`src/rtl/lstm_pkg.sv`:
```
// Shared LSTM host/core definitions: default widths and the loader FSM state type.
package lstm_pkg;

  localparam int unsigned DataWidth = 16;
  localparam int unsigned AddrWidth = 12;
  localparam int unsigned LenWidth  = 10;
  localparam int unsigned StepWidth = 8;

  typedef enum logic [1:0] {
    S_WAIT  = 2'd0,
    S_READ  = 2'd1,
    S_DRAIN = 2'd2,
    S_DONE  = 2'd3
  } state_e;

endpackage

```
`src/rtl/skid_fifo2.sv`:
```
// Two-entry data+last buffer. Head entry drives the outputs; push and pop may coincide.
module skid_fifo2 import lstm_pkg::*; #(
  parameter int unsigned DWIDTH = DataWidth
) (
  input  logic              clk,
  input  logic              xrst,
  input  logic              push,
  input  logic [DWIDTH-1:0] push_data,
  input  logic              push_last,
  input  logic              pop,
  output logic [DWIDTH-1:0] head_data,
  output logic              head_last,
  output logic [1:0]        count
);

  // Entries stored as {last, data}.
  logic [DWIDTH:0] ent0_q, ent0_d, ent1_q, ent1_d;
  logic [1:0]      cnt_q, cnt_d;
  logic            do_pop, do_push;
  logic [DWIDTH:0] new_ent;

  // Next-state of entries and count.
  always_comb begin
    ent0_d  = ent0_q;
    ent1_d  = ent1_q;
    cnt_d   = cnt_q;
    new_ent = {push_last, push_data};
    do_pop  = pop && (cnt_q != 2'd0);
    // A push into a full buffer is dropped unless a pop frees a slot.
    do_push = push && ((cnt_q != 2'd2) || do_pop);
    unique case ({do_push, do_pop})
      2'b10: begin
        if (cnt_q == 2'd0) ent0_d = new_ent;
        else               ent1_d = new_ent;
        cnt_d = cnt_q + 2'd1;
      end
      2'b01: begin
        ent0_d = ent1_q;
        cnt_d  = cnt_q - 2'd1;
      end
      2'b11: begin
        if (cnt_q == 2'd1) begin
          ent0_d = new_ent;
        end else begin
          ent0_d = ent1_q;
          ent1_d = new_ent;
        end
      end
      default: ;
    endcase
  end

  // Buffer state registers.
  always_ff @(posedge clk or negedge xrst) begin
    if (!xrst) begin
      ent0_q <= '0;
      ent1_q <= '0;
      cnt_q  <= 2'd0;
    end else begin
      ent0_q <= ent0_d;
      ent1_q <= ent1_d;
      cnt_q  <= cnt_d;
    end
  end

  assign head_data = ent0_q[DWIDTH-1:0];
  assign head_last = ent0_q[DWIDTH];
  assign count     = cnt_q;

endmodule

```
`src/rtl/seq_loader.sv`:
```
// Streams steps*len words from base_addr onward out of word memory as a valid/ready
// stream, flagging the last element of each timestep vector, then pulses ack.
module seq_loader import lstm_pkg::*; #(
  parameter int unsigned DWIDTH = DataWidth,
  parameter int unsigned AWIDTH = AddrWidth,
  parameter int unsigned LWIDTH = LenWidth,
  parameter int unsigned TWIDTH = StepWidth
) (
  input  logic              clk,
  input  logic              xrst,
  input  logic              req,
  input  logic [AWIDTH-1:0] base_addr,
  input  logic [LWIDTH-1:0] len,
  input  logic [TWIDTH-1:0] steps,
  output logic              mem_re,
  output logic [AWIDTH-1:0] mem_addr,
  input  logic [DWIDTH-1:0] mem_rdata,
  output logic              out_valid,
  output logic [DWIDTH-1:0] out_data,
  output logic              out_last,
  input  logic              out_ready,
  output logic              busy,
  output logic              ack
);

  state_e            state_q, state_d;
  logic [AWIDTH-1:0] addr_q, addr_d;
  logic [LWIDTH-1:0] len_q, len_d, elem_q, elem_d;
  logic [TWIDTH-1:0] steps_q, steps_d, step_q, step_d;
  logic              inflight_q, inflight_d;
  logic              fl_last_q, fl_last_d;

  logic [1:0] buf_count;
  logic [2:0] occupancy;
  logic       pop, room, accept, degenerate;
  logic       elem_last, step_last, drain_done;

  skid_fifo2 #(
    .DWIDTH (DWIDTH)
  ) u_buf (
    .clk       (clk),
    .xrst      (xrst),
    .push      (inflight_q),
    .push_data (mem_rdata),
    .push_last (fl_last_q),
    .pop       (pop),
    .head_data (out_data),
    .head_last (out_last),
    .count     (buf_count)
  );

  assign out_valid  = (buf_count != 2'd0);
  assign pop        = out_valid && out_ready;
  assign mem_addr   = addr_q;
  assign accept     = (state_q == S_WAIT) && req;
  assign degenerate = (len == '0) || (steps == '0);
  assign elem_last  = (elem_q == len_q - LWIDTH'(1));
  assign step_last  = (step_q == steps_q - TWIDTH'(1));
  // The word leaving this cycle frees its slot, so a steady stream can issue every cycle
  // while buffer plus in-flight read still never exceeds two entries.
  assign occupancy  = {1'b0, buf_count} + {2'b0, inflight_q} - {2'b0, pop};
  assign room       = (occupancy < 3'd2);
  // Buffer empties this cycle with nothing returning from memory.
  assign drain_done = !inflight_q && (buf_count == {1'b0, pop});

  // FSM state register.
  always_ff @(posedge clk or negedge xrst) begin
    if (!xrst) state_q <= S_WAIT;
    else       state_q <= state_d;
  end

  // FSM next-state logic.
  always_comb begin
    state_d = state_q;
    unique case (state_q)
      S_WAIT:  if (req) state_d = degenerate ? S_DONE : S_READ;
      S_READ:  if (mem_re && elem_last && step_last) state_d = S_DRAIN;
      S_DRAIN: if (drain_done) state_d = S_DONE;
      S_DONE:  state_d = S_WAIT;
      default: state_d = S_WAIT;
    endcase
  end

  // FSM outputs.
  always_comb begin
    mem_re = 1'b0;
    busy   = 1'b0;
    ack    = 1'b0;
    unique case (state_q)
      S_WAIT:  ;
      S_READ:  begin busy = 1'b1; mem_re = room; end
      S_DRAIN: busy = 1'b1;
      S_DONE:  begin busy = 1'b1; ack = 1'b1; end
      default: ;
    endcase
  end

  // Job parameters, element/timestep counters and the address incrementer.
  always_comb begin
    addr_d     = addr_q;
    len_d      = len_q;
    steps_d    = steps_q;
    elem_d     = elem_q;
    step_d     = step_q;
    inflight_d = mem_re;
    fl_last_d  = mem_re ? elem_last : fl_last_q;
    if (accept) begin
      addr_d  = base_addr;
      len_d   = len;
      steps_d = steps;
      elem_d  = '0;
      step_d  = '0;
    end else if (mem_re) begin
      addr_d = addr_q + AWIDTH'(1);
      if (elem_last) begin
        elem_d = '0;
        step_d = step_q + TWIDTH'(1);
      end else begin
        elem_d = elem_q + LWIDTH'(1);
      end
    end
  end

  // Datapath registers.
  always_ff @(posedge clk or negedge xrst) begin
    if (!xrst) begin
      addr_q     <= '0;
      len_q      <= '0;
      steps_q    <= '0;
      elem_q     <= '0;
      step_q     <= '0;
      inflight_q <= 1'b0;
      fl_last_q  <= 1'b0;
    end else begin
      addr_q     <= addr_d;
      len_q      <= len_d;
      steps_q    <= steps_d;
      elem_q     <= elem_d;
      step_q     <= step_d;
      inflight_q <= inflight_d;
      fl_last_q  <= fl_last_d;
    end
  end

endmodule
```
`config.mk`:
```
export PLATFORM = sky130hd
export DESIGN_NAME = seq_loader
export DESIGN_NICKNAME = d
export VERILOG_FILES = /design/src/rtl/lstm_pkg.sv /design/src/rtl/skid_fifo2.sv /design/src/rtl/seq_loader.sv
export SDC_FILE = /design/constraint.sdc
export NUM_CORES = 1
export LEC_CHECK = 0
export CORE_MARGIN = 3
export CORE_UTILIZATION = 30
export CTS_CLUSTER_SIZE = 16
export DETAILED_ROUTE_END_ITERATION = 10
export DONT_BUFFER_PORTS = 1
export GPL_TIMING_DRIVEN = 0
export SLEW_MARGIN = 20
export SYNTH_ARGS = -nofsm -noshare
export SYNTH_HDL_FRONTEND = slang
export SYNTH_HIERARCHICAL = 1
export SYNTH_SLANG_ARGS = --single-unit
```
`constraint.sdc`:
```
create_clock -name clk -period 6.9 [get_ports clk]
set_input_delay 0.69 -clock clk [delete_from_list [all_inputs] [get_ports clk]]
set_output_delay 0.69 -clock clk [all_outputs]
set_load 0.005 [all_outputs]
```
Word-level counts from Yosys, hierarchy flattened. Cells that the tools add are included.

Register bits after elaboration: 88. Word-level logic and storage cells: 86.

$lt $le $gt $ge: 1. Multiplexer cells: 23. Reduce and logical (&&, ||, !) cells: 25. Equality and inequality tests: 17. Add/subtract/negate cells: 9.

Operator list (number): 17-bit two-way mux (4); 17-bit case mux with 3 select lines (1); 17-bit case mux with 2 select lines (1); 10-bit two-way mux (3); 12-bit two-way mux (2); 8-bit two-way mux (3); 12-bit by 1-bit adder with 12-bit output, second input constant (1); 2-bit inequality test, second input constant (6); 10-bit by 1-bit adder with 10-bit output, second input constant (1); 10-bit == test (1); 10-bit logical NOT (1); 2-bit nonzero test (5); 10-bit by 1-bit subtractor with 10-bit output, second input constant (1); 8-bit by 1-bit adder with 8-bit output, second input constant (1); 2-bit == test, second input constant (4); 8-bit == test (1); 8-bit logical NOT (1); 2-bit two-way mux (4); 2-bit case mux with 4 select lines (1); 8-bit by 1-bit subtractor with 8-bit output, second input constant (1); 1-bit logical AND (7); 2-bit by 1-bit == test with 1-bit output, second input constant (3); 3-bit AND reduction (2); 2-bit logical NOT (2); other kinds (14) (18).

Depth between registers and ports, before layout.
Depth after elaboration: 9. Depth in mapped cells: 14. Depth with buffers taken out: 14.

Cells and area by module. The synthesis kept the hierarchy.

Modules (own cells, without submodules): seq_loader (cells each 367, instances 1, seq. area each 1301.2 sq um, area each 3145.5 sq um); skid_fifo2 (cells each 157, instances 1, seq. area each 900.9 sq um, area each 1767.9 sq um).

Worst setup path after synthesis. OpenSTA, ideal clock, no wires.

Kind: reg2out. Start: reg u_buf.cnt_q[1], in the netlist u_buf/count[1]. End: out mem_re. Stages on the path, launching flop included: 11. Setup slack: 3798 ps. Path buffers: 1. Arrival time: 2412 ps. Required time: 6210 ps. Cells stage by stage: dfrtp_1 -> or2_2 -> and2_1 -> ha_1 -> inv_1 -> nand2_1 -> fa_1 -> xnor2_1 -> nand3_1 -> inv_1 -> buf_1.

Longest elaborated chain between the ends: 5.

Ends and longest elaborated chain: from (decl) (RTL line skid_fifo2.sv:18) `logic [1:0] cnt_q, cnt_d;`; from (signal assigned) (RTL line skid_fifo2.sv:62) `cnt_q <= cnt_d;`; 2-bit nonzero test (RTL line seq_loader.sv:52) `assign out_valid = (buf_count != 2'd0);`; via out_valid (RTL line seq_loader.sv:18) `output logic out_valid,`; 1-bit logical AND (RTL line seq_loader.sv:53) `assign pop = out_valid && out_ready;`; via pop (RTL line seq_loader.sv:35) `logic pop, room, accept, degenerate;`; 3-bit by 1-bit subtractor with 3-bit output (RTL line seq_loader.sv:61) `assign occupancy = {1'b0, buf_count} + {2'b0, inflight_q} - {2'b0, pop};`; 3-bit by 2-bit less-than comparator with 1-bit output (RTL line seq_loader.sv:62) `assign room = (occupancy < 3'd2);`; 1-bit two-way mux (RTL line seq_loader.sv:89) `unique case (state_q)`; to (decl) (RTL line seq_loader.sv:15) `output logic mem_re,`.

The timed path passes the listed nets, and every way through them passes these cells.

Worst setup path in the final report. Same ends and word-level chain as after synthesis.

==> results.sh <==
export IMPL_syn_to_final_growth_pct=11.7
export IMPL_drt_pass1_iterations=4
export IMPL_grt_usage_pct=13.5
export IMPL_worst_ir_drop_vdd_v=0.000177
export IMPL_crit_cells=10
export IMPL_grt_pass1_wl_um=19400
export IMPL_port_buffers=0
export IMPL_drive_gt1_share_pct=7.96
export IMPL_die_h_um=134
export IMPL_min_period_ns=3.86
export IMPL_insertion_delay_ns=0.34
export IMPL_finalNetCount=600
export IMPL_power_leakage_nw=2.25
export IMPL_crit_start="u_buf/count[1]"
export IMPL_synth_area_leader_cell="dfrtp_1"
export IMPL_design_area_sq_um=5490
export IMPL_synth_edf_count=0
export IMPL_maxCapViolCount=0
export IMPL_reg2reg_slack_ns=3.47
export IMPL_worst_setup_path_start_kind="register"
export IMPL_required_ns=6.21
export IMPL_reg2reg_from="u_buf/count[1]"
export IMPL_synth_area_leaders="dfrtp_1 (45%), nand2_1 (6.5%), xnor2_1 (4.5%)"
export IMPL_syn_nets=589
export IMPL_instances_no_fill=756
export IMPL_arrival_ns=3.17
export IMPL_critPathMaxFanout=11
export IMPL_critPathMaxStageDelay_ns=0.49
export IMPL_synth_seq_cells=88
export IMPL_outcome="finished, final reports clean"
export IMPL_fp_dieW_um=134
export IMPL_drc=0
export IMPL_vias=3818
export IMPL_path_buf_inv=3
export IMPL_gp_congestion=0.829
export IMPL_rr_worst_depth=13
export IMPL_via_per_inst=5.05
export IMPL_slew_viol_final=0
export IMPL_crit_end="mem_re"
export IMPL_critPathTopFamily="simple AND/OR/NAND/NOR gates"
export IMPL_skew_ns=0.00682
export IMPL_synth_cells=524
export IMPL_async_reset_ff_share_pct=100
export IMPL_powerDensity_nw_per_um2=436
export IMPL_ctsHoldBuffers=0
export IMPL_clkTransAtPathRegs_ns=0.07
export IMPL_io_pin_count=83
export IMPL_core_rowCount=46
export IMPL_gr_total_overflow=0
export IMPL_fin_setup_tns_ns=0
export IMPL_antenna_found_initial=0
export IMPL_crit_slowest_cell="dfrtp_1"
export IMPL_synth_distinct_cells=49
export IMPL_cts_root_buf="clkbuf_16"
export IMPL_drt_initial_drc_count=150
export IMPL_syn_area_per_cell_sq_um=9.38
export IMPL_worst_pin_slew_ns=0.584
export IMPL_crit_chain="or2_2 -> and2_1 -> ha_1 -> inv_1 -> nand2_1 -> fa_1 -> xnor2_1 -> nand3_1 -> inv_1 -> buf_1"
export IMPL_start_util_pct=30.8
export IMPL_holdWs_ns=0.0431
export IMPL_period_share_pct=55.9
export IMPL_crit_path_end_kind="output port"
export IMPL_cts_sinks=88
export IMPL_yosys_warnings=6
export IMPL_core_region_area_sq_um=15900
export IMPL_setup_violations_final=0
export IMPL_final_hold_viol_count=0
export IMPL_cts_tree="built"
export IMPL_htreeDepth=3
export IMPL_hpwl_um=9090
export IMPL_die_area_sq_um=17900
export IMPL_ys_flop_type="dfrtp_1"
export IMPL_synth_seq_area_share_pct=44.8
export IMPL_synth_area_sq_um=4910
export IMPL_cts_path_max_buffers=2
export IMPL_postCtsSetupBuffers=0
export IMPL_numCtsBuffers=9
export IMPL_hold_path_class="in -> async"
export IMPL_placed_cells=740
export IMPL_rsz0062_at_grt="no"
export IMPL_synth_top_area_share_pct=44.8
export IMPL_wirelength_um=11700
export IMPL_ant_nets=0
export IMPL_rr_endpoint="mem_addr[3]"
export IMPL_wl_per_cell_um=15.5
export IMPL_max_freq_mhz=259
export IMPL_grt_max_degree=89
export IMPL_slew_headroom_pct=61.1
export IMPL_antennaDiodeCount=0
export IMPL_crit_path_frequent_cell="inv_1"
export IMPL_cts_resized=0
export IMPL_grt_pass1_vias=3857
export IMPL_detailed_place_area_sq_um=5180
export IMPL_crit_type="reg -> out"
==> layer usage <==
metal	vias up	global-route usage [%]	routed length (um)
met5	-	0	0
li1	1851	-	-
met2	129	22.4	5560
met3	6	4.69	977
met4	0	3.49	83
met1	1832	16.8	5070
==> registers in the layout, summed over array words and instances (netlist names) <==
signal / flops
u_buf/ent0_q: 17
u_buf/ent1_q: 17
mem_addr: 12
elem_q: 10
len_q: 10
step_q: 8
steps_q: 8
state_q: 2
u_buf/count: 2
fl_last_q: 1
inflight_q: 1
==> synthesized netlist by cell type (10+ instances only) <==
master	n
o21ai_0	34
nor3_1	26
clkbuf_1	17
ha_1	14
a31oi_2	10
nand2_1	85
a21oi_1	14
mux2_1	17
nor2_1	26
inv_1	17
xnor2_1	25
xor2_1	20
nand3_1	34
a31oi_1	10
dfrtp_1	88
==> worst reg2reg max path: stages, from the launching register on <==
cell and delay (ns):
dfrtp_1 0.49, or2_2 0.35, and2_1 0.23, ha_1 0.28, inv_1 0.07, nand2_1 0.07
fa_1 0.38, xnor2_1 0.18, nand3_1 0.11, inv_1 0.18, buf_1 0.49, nand4_1 0.19
xor2_1 0.17, o21ai_0 0.16
==> power by group <==
part / switching (mW) / internal, mW / total, mW / leakage [nW]
sequential: 0.210 / 0.725 / 0.935 / 1.10
clock: 0.213 / 0.285 / 0.498 / 0.148
combinational: 0.536 / 0.423 / 0.959 / 1.01
==> stage by stage <==
stage                     util [%]  power [mW]  worst slack, ns
final                         34.4        2.39             3.04
after global routing          34.4        2.59             2.82
after CTS                     34.4        2.42             2.97
after detailed placement      32.5        1.91             3.36
after global placement        32.5        1.86             3.40
after floorplan                  -        1.67             3.80
==> logic make-up (layout without fill, tap and decap cells) <==
logic type / Yosys count / in the layout / share of synthesized area (%)
XOR/XNOR: 45 / 45 / 8.02
AO/OA/AOI/OAI: 92 / 92 / 12.2
flip-flops: 88 / 88 / 44.8
AND/OR/NAND/NOR: 218 / 218 / 21.8
multiplexers: 21 / 21 / 4.74
buffers and inverters: 45 / 61 / 4.38
adder cells (fa/ha/maj): 15 / 15 / 3.97
==> cell usage in the layout (no fill, tap or decap), types with 7 or more instances in the layout <==
| master | n |
|---|---|
| a31oi_1 | 10 |
| o21ai_0 | 34 |
| mux2_1 | 17 |
| a31oi_2 | 10 |
| clkbuf_1 | 17 |
| xnor2_1 | 25 |
| a21oi_1 | 14 |
| o31ai_1 | 7 |
| nor4_1 | 8 |
| inv_1 | 17 |
| nand2_1 | 85 |
| nor3_1 | 26 |
| dfrtp_1 | 88 |
| nand3_1 | 34 |
| xor2_1 | 20 |
| clkbuf_16 | 9 |
| ha_1 | 14 |
| nor2_1 | 26 |
==> worst min path at each step <==
stage | from | endpoint | slack (ns)
floorplan | xrst | elem_q[0] | 0.39
global placement | xrst | u_buf/ent0_q[0] | 0.40
detailed placement | xrst | u_buf/ent0_q[0] | 0.40
CTS | xrst | u_buf/ent0_q[0] | 0.03
global route | xrst | u_buf/ent0_q[2] | 0.02
finish | xrst | u_buf/ent0_q[0] | 0.04
==> cell type report <==
class / instances / area, sq um
Buffer: 28 / 151
Clock buffer: 9 / 225
Clock inverter: 7 / 80.1
Fill cell: 1670 / 10500
Inverter: 17 / 63.8
Multi-Input combinational cell: 391 / 2500
Sequential cell: 88 / 2200
Tap cell: 216 / 270
No activity file was read; power rests on OpenSTA's default activity.
